### src/rtl/song_sequencer.sv
// song_sequencer: playback controller stepping note_addr through the selected
// song at a fixed note period, forwarding each note to the buzzer with a
// trailing silent gap. Handles play, pause (toggle), stop and song change.
// Optional feature macro: LOOP_SONG_EN -- when defined, the song wraps to
// note 0 after the last note instead of entering DONE.
module song_sequencer #(
  parameter int unsigned TICKS_PER_NOTE = 25_000_000,
  parameter int unsigned GAP_TICKS      = 2_500_000,
  parameter int unsigned SONG_LEN       = 28,
  parameter int unsigned ADDR_W         = 5,
  parameter int unsigned NOTE_W         = 4
) (
  input  logic              clk,
  input  logic              rst,
  input  logic [1:0]        song_select,
  input  logic              play,
  input  logic              pause,
  input  logic              stop,
  input  logic [NOTE_W-1:0] note_in,
  output logic [ADDR_W-1:0] note_addr,
  output logic [1:0]        song_id,
  output logic [NOTE_W-1:0] note_out,
  output logic              playing,
  output logic              paused,
  output logic              done
);

  localparam int unsigned TICK_W = (TICKS_PER_NOTE > 2) ? $clog2(TICKS_PER_NOTE) : 1;
  localparam logic [TICK_W-1:0] TICK_LAST = TICK_W'(TICKS_PER_NOTE - 1);
  localparam logic [TICK_W-1:0] GATE_END  = TICK_W'(TICKS_PER_NOTE - GAP_TICKS);
  localparam logic [ADDR_W-1:0] ADDR_LAST = ADDR_W'(SONG_LEN - 1);

  typedef enum logic [1:0] {IDLE, PLAY, PAUSE, DONE} state_t;

  state_t              state, state_nxt;
  logic [TICK_W-1:0]   tick, tick_nxt;
  logic [ADDR_W-1:0]   addr_nxt;
  logic [1:0]          song_nxt;
  logic [NOTE_W-1:0]   note_nxt;
  logic                song_chg;
  logic                gate_open;

  // Song change and note gate decoded from current registered state
  always_comb begin
    song_chg  = (song_select != song_id);
    // tick 0 is the fetch cycle; the last GAP_TICKS ticks are silent
    gate_open = (tick != '0) && (tick < GATE_END);
  end

  // State register plus the counters, song id, note and decoded status flags
  always_ff @(posedge clk) begin
    if (rst) begin
      state     <= IDLE;
      tick      <= '0;
      note_addr <= '0;
      song_id   <= song_select;
      note_out  <= '0;
      playing   <= 1'b0;
      paused    <= 1'b0;
      done      <= 1'b0;
    end else begin
      state     <= state_nxt;
      tick      <= tick_nxt;
      note_addr <= addr_nxt;
      song_id   <= song_nxt;
      note_out  <= note_nxt;
      playing   <= (state_nxt == PLAY);
      paused    <= (state_nxt == PAUSE);
      done      <= (state_nxt == DONE);
    end
  end

  // Next-state, counter and note selection with priority stop > play > pause
  always_comb begin
    state_nxt = state;
    tick_nxt  = tick;
    addr_nxt  = note_addr;
    song_nxt  = song_id;
    note_nxt  = '0;

    if (stop) begin
      state_nxt = IDLE;
      tick_nxt  = '0;
      addr_nxt  = '0;
      song_nxt  = song_select;
    end else begin
      unique case (state)
        IDLE, DONE: begin
          song_nxt = song_select;
          if (play) begin
            state_nxt = PLAY;
            tick_nxt  = '0;
            addr_nxt  = '0;
          end
        end

        PLAY: begin
          if (song_chg) begin
            // Restart the new song from the top; a coincident pause still applies
            song_nxt = song_select;
            tick_nxt = '0;
            addr_nxt = '0;
            if (pause && !play) state_nxt = PAUSE;
          end else if (pause && !play) begin
            state_nxt = PAUSE;
          end else begin
            if (gate_open) note_nxt = note_in;
            if (tick == TICK_LAST) begin
              tick_nxt = '0;
              if (note_addr < ADDR_LAST) begin
                addr_nxt = note_addr + 1'b1;
              end else begin
`ifdef LOOP_SONG_EN
                addr_nxt = '0;
`else
                state_nxt = DONE;
                note_nxt  = '0;
`endif
              end
            end else begin
              tick_nxt = tick + 1'b1;
            end
          end
        end

        PAUSE: begin
          if (song_chg) begin
            song_nxt = song_select;
            tick_nxt = '0;
            addr_nxt = '0;
          end
          // Resume without advancing tick; counting continues next cycle
          if (play || pause) state_nxt = PLAY;
        end

        default: state_nxt = IDLE;
      endcase
    end
  end

endmodule

### config.mk
export PLATFORM = sky130hd
export DESIGN_NAME = song_sequencer
export DESIGN_NICKNAME = d
export VERILOG_FILES = /design/src/rtl/song_sequencer.sv
export SDC_FILE = /design/constraint.sdc
export NUM_CORES = 1
export LEC_CHECK = 0
export BUFFER_PORTS_ARGS = -buffer_cell sky130_fd_sc_hd__clkbuf_2
export CAP_MARGIN = 10
export CORE_MARGIN = 8
export CORE_UTILIZATION = 45
export CTS_BUF_LIST = sky130_fd_sc_hd__clkbuf_4
export DETAILED_ROUTE_END_ITERATION = 12
export SLEW_MARGIN = 5
export SYNTH_ARGS = -nofsm -noshare
export SYNTH_HDL_FRONTEND = slang
export SYNTH_SLANG_ARGS = --single-unit
### constraint.sdc
create_clock -name clk -period 3.1 [get_ports clk]
set_input_delay 0.62 -clock clk [delete_from_list [all_inputs] [get_ports clk]]
set_output_delay 0.62 -clock clk [all_outputs]
set_load 0.02 [all_outputs]
## After elaboration in Yosys (flattened, before gate mapping)

Index checks and enable logic that the tools add are counted.

- Register bits after elaboration: 41
- Input bits: 11
- Output and inout port bits: 14
- Logic and storage cells: 68

- Add/sub/neg operators: 2
- Magnitude comparators: 2
- Eq/ne operators: 14
- Mux-type cells: 29
- Bitwise operators: 1
- Reductions and logical operators: 12

Operator list:

| cell | count |
|---|---|
| 25-bit 2-to-1 mux | 5 |
| 25-bit case mux with 3 select lines | 1 |
| 5-bit 2-to-1 mux | 6 |
| 25-bit by 1-bit adder with 25-bit output (second input constant) | 1 |
| 25-bit == test (second input constant) | 1 |
| 25-bit less-than comparator (second input constant) | 1 |
| 25-bit nonzero test | 1 |
| 2-bit 2-to-1 mux | 11 |
| 5-bit case mux with 3 select lines | 1 |
| 4-bit 2-to-1 mux | 3 |
| 3-bit inequality test (second input constant) | 3 |
| 2-bit == test (second input constant) | 4 |
| 2-bit case mux with 3 select lines | 1 |
| 2-bit OR reduction | 3 |
| 5-bit by 1-bit adder with 5-bit output (second input constant) | 1 |
| 5-bit less-than comparator (second input constant) | 1 |
| 5-bit AND reduction | 1 |
| 5-bit OR reduction | 1 |
| 2-bit by 1-bit == test with 1-bit output (second input constant) | 2 |
| 2-bit inequality test (second input constant) | 2 |
| 4-bit by 1-bit inequality test with 1-bit output (second input constant) | 1 |
| 2-bit case mux with 2 select lines | 1 |
| 3-bit AND reduction | 1 |
| 1-bit logical AND | 2 |
| other kinds (5) | 5 |

## Depth between registers and ports, before layout

- Depth after elaboration: 8
- Mapped depth: 10
- Depth with buffers taken out: 8

## Least setup slack after synthesis

Ideal clock, no wire load.

- Kind: reg2reg
- Start: register state[0]
- End: register tick[21]
- Setup time: 71 ps
- Data arrival time: 2115 ps
- Data required time: 3029 ps
- Path slack: 915 ps
- Stages on the path, launching flop included: 9
- Path buffers: 2
- Period minus slack after synthesis: 2185 ps
- Cell sequence: dfxtp_1 > inv_1 > ha_1 > clkbuf_1 > nor2b_1 > clkbuf_1 > or4_1 > or3_1 > a21oi_1

- Longest elaborated chain between the ends: 4
- Elaborated cells between the ends (all ways): 10
- Those cells by class: eq/ne: 6; mux: 1; reduce/logical: 3

RTL lines:

| what | RTL line | text |
|---|---|---|
| start: declaration | 35 | `state_t state, state_nxt;` |
| start signal: assignment | 62 | `state <= state_nxt;` |
| 2-bit == test or 2-bit logical NOT (tied branches) | 87 | `unique case (state)` |
| 2-bit OR reduction | 87 |  |
| 2-bit inequality test (no source line) | n/a |  |
| 3-bit AND reduction (no source line) | n/a |  |
| end signal: assignment | 63 | `tick <= tick_nxt;` |
| end: declaration | 36 | `logic [TICK_W-1:0] tick, tick_nxt;` |

Several ways; a longest one is shown, not always the timed one.
A chain may end at the register's enable or synchronous reset.

## Final worst setup path

- Start: register state[1]
- End: register tick[21]

Same word-level chain as after synthesis.

==> flow_metrics.tcl <==
set metrics [dict create \
    synthToLayoutAreaGrowth_pct 8.83 \
    die_w_um 87.9 \
    post_cts_buffers 0 \
    grt_pass1_wl_mm 9.07 \
    seq_area_frac_synth_pct 36.2 \
    drive_above_1_share_pct 15.3 \
    post-place-ws_ns 0.636 \
    leakagePower_nw 0.858 \
    cts_tree "built" \
    syn_inst 272 \
    netlist_area_um2 2320 \
    required_ns 3.39 \
    place_congestion 0.851 \
    grt_usage_pct 14.6 \
    yosys.cell_types.count 51 \
    wirelength_mm 5.22 \
    finClkSkew_ns 0.00802 \
    antenna_found_initial 0 \
    hold_viol_final 0 \
    vias 2046 \
    ctsHoldBuffers 0 \
    design.core.area_um2 5040 \
    rsz0062_at_grt "false" \
    synth-edff-count 2 \
    first_pass_iters 6 \
    antenna_cells 0 \
    cts-htree-levels 2 \
    fillers 511 \
    clk_path_buf_depth 2 \
    worst_pin_slew_ns 0.472 \
    final_nets 309 \
    fin_util_pct 50.1 \
    hp-class "input pin to flip-flop" \
    max_cap_viol_count 0 \
    antenna_left 0 \
    setup_ws_ns 0.716 \
    setup_viol 0 \
    slew_headroom_pct 68.3 \
    clk_latency_ns 0.35 \
    synthesis.nets 288 \
    synthArstFlopShare_pct 0 \
    slew_viol_final 0 \
    cts_resized 0 \
    io_buffers 24 \
    root_buffer "clkbuf_4" \
    worstSetupPathType "flip-flop to flip-flop" \
    ys_ff_latch 41 \
    cp-end-kind "flip-flop" \
    max_freq_mhz 419 \
    avgSynthCellArea_um2 8.54 \
    rows 26 \
    arrival_ns 2.68 \
    io_pins 25 \
    tns_ns 0 \
    dieArea_um2 7720 \
    yosys_warnings 0 \
    grt_pass1_vias 1899 \
    clk_pin_slew_ns 0.12 \
    synth_ff_type "dfxtp_1" \
    power.density_nw_per_um2 346 \
    die_h_um 87.9 \
    min_period_ns 2.38 \
    dp_hpwl_mm 3.85 \
    drc 0 \
    gr-total-overflow 0 \
    crit_fanout 15 \
    wl_per_cell_um 14.3 \
    start_util_pct 46.1 \
    cts_made_buffers 5 \
    post_drt_via_cell_ratio 5.62 \
    status "complete, no violations" \
    drt_iter0_markers 131 \
    start_kind "flip-flop" \
    vdd_drop_max_uv 162 \
    min_period_over_period_pct 76.9 \
    cts_sinks 41 \
    grt_max_degree 25 \
]
==> state kept, by name, summed over array words and instances, names as in the netlist <==
signal	cells
tick	25
note_addr	5
note_out	4
song_id	2
state	2
done	1
paused	1
playing	1
==> cells in the mapped netlist, types with 2 or more instances <==
| cell type | number | area share (%) |
|---|---|---|
| o31ai_1 | 4 | 1.3 |
| nor4b_1 | 2 | 0.75 |
| ha_1 | 5 | 2.7 |
| or4_1 | 7 | 2.3 |
| buf_6 | 3 | 1.5 |
| or3_1 | 5 | 1.3 |
| nor3_1 | 12 | 2.6 |
| and3_1 | 2 | 0.54 |
| a21oi_1 | 13 | 2.8 |
| and3b_1 | 2 | 0.75 |
| nand3_2 | 2 | 0.86 |
| dfxtp_1 | 39 | 34 |
| nor4_1 | 13 | 3.5 |
| a21boi_1 | 2 | 0.65 |
| a21o_1 | 2 | 0.65 |
| nand2b_1 | 2 | 0.54 |
| or4b_1 | 2 | 0.86 |
| and2_1 | 2 | 0.54 |
| o21a_1 | 2 | 0.65 |
| nand4_4 | 2 | 1.8 |
| nand3_1 | 13 | 2.8 |
| xor2_1 | 5 | 1.9 |
| nand4_1 | 9 | 2.4 |
| a31oi_1 | 3 | 0.81 |
| clkbuf_1 | 7 | 1.1 |
| edfxtp_1 | 2 | 2.6 |
| nor2_1 | 27 | 4.4 |
| nor2b_1 | 2 | 0.54 |
| o211ai_1 | 5 | 1.6 |
| xnor2_1 | 16 | 6.0 |
| o21ai_0 | 9 | 1.9 |
| inv_1 | 8 | 1.3 |
| a211oi_1 | 4 | 1.3 |
| and4_1 | 5 | 1.9 |
| nand2_1 | 18 | 2.9 |
==> routing by layer <==
metal | up-vias | share of wire, % | global-route usage (%)
met4 | 0 | 1.2 | 6.09
met5 | - | 0 | 0
met2 | 41 | 44 | 21.8
met1 | 938 | 49 | 19.9
met3 | 5 | 5.8 | 2.72
li1 | 1062 | - | -
==> logic make-up after synthesis <==
logic type,synth area share [%]
AOI/OAI and AO/OA,14.4
and+or+nand+nor,34.4
adders and majority gates,2.69
buffers and inverters,4.42
DFF,36.2
xor gates and xnor gates,7.92
==> cell type report <==
cell class / count / area (µm²) / area share (%)
multi-input cells: 211 / 1380 / 54.6
clock buffers: 5 / 37.5 / 1.48
clock inverters: 3 / 17.5 / 0.693
flip-flops and latches: 41 / 841 / 33.3
well taps: 70 / 87.6 / 3.46
inverters: 8 / 30.0 / 1.19
repair buffers: 26 / 135 / 5.34
==> metrics by stage <==
step / instances / power [mW] / hold slack (ns) / cell area (µm²)
final: 364 / 0.876 / 0.466 / 2530
after global routing: 364 / 0.921 / 0.451 / 2530
after CTS: 364 / 0.889 / 0.451 / 2530
after detailed placement: 356 / 0.620 / 0.499 / 2470
after global placement: 356 / 0.620 / 0.501 / 2470
after floorplan: 272 / 0.597 / 0.473 / 2320
==> path summary, 6_finish.rpt <==
check        startpoint          end  slack [ns]  cells after the start
max            state[1]     tick[21]        0.72                      7
max reg2reg    state[1]     tick[21]        0.72                      7
min reg2reg     tick[1]      tick[1]        0.51                      2
min          note_in[0]  note_out[0]        0.47                      3
==> power by group <==
part	leakage, nW	switching, mW	internal, mW
clock network	0.0310	0.182	0.0856
logic	0.491	0.0454	0.0240
registers	0.336	0.00400	0.535
total	0.858	0.231	0.645
==> layout by cell type, fill, tap and decap left out, drive strengths merged, types with 8 or more instances in the layout <==
cell type	netlist	final
clkbuf	7	29
nand3	15	15
nor2	27	27
o21ai	9	9
inv	8	8
nor4	14	14
nor3	12	12
xnor2	16	16
nand2	18	18
a21oi	13	13
dfxtp	39	39
nand4	11	11
==> worst max-delay path: stages, from the launching register on <==
cell and delay (ns):
dfxtp_1 0.40, inv_1 0.07, ha_1 0.24, and3b_1 0.21
o211a_1 0.39, or4_1 0.57, or3_1 0.31, a21oi_1 0.14
Note: power is estimated with default switching activity, not from simulation.
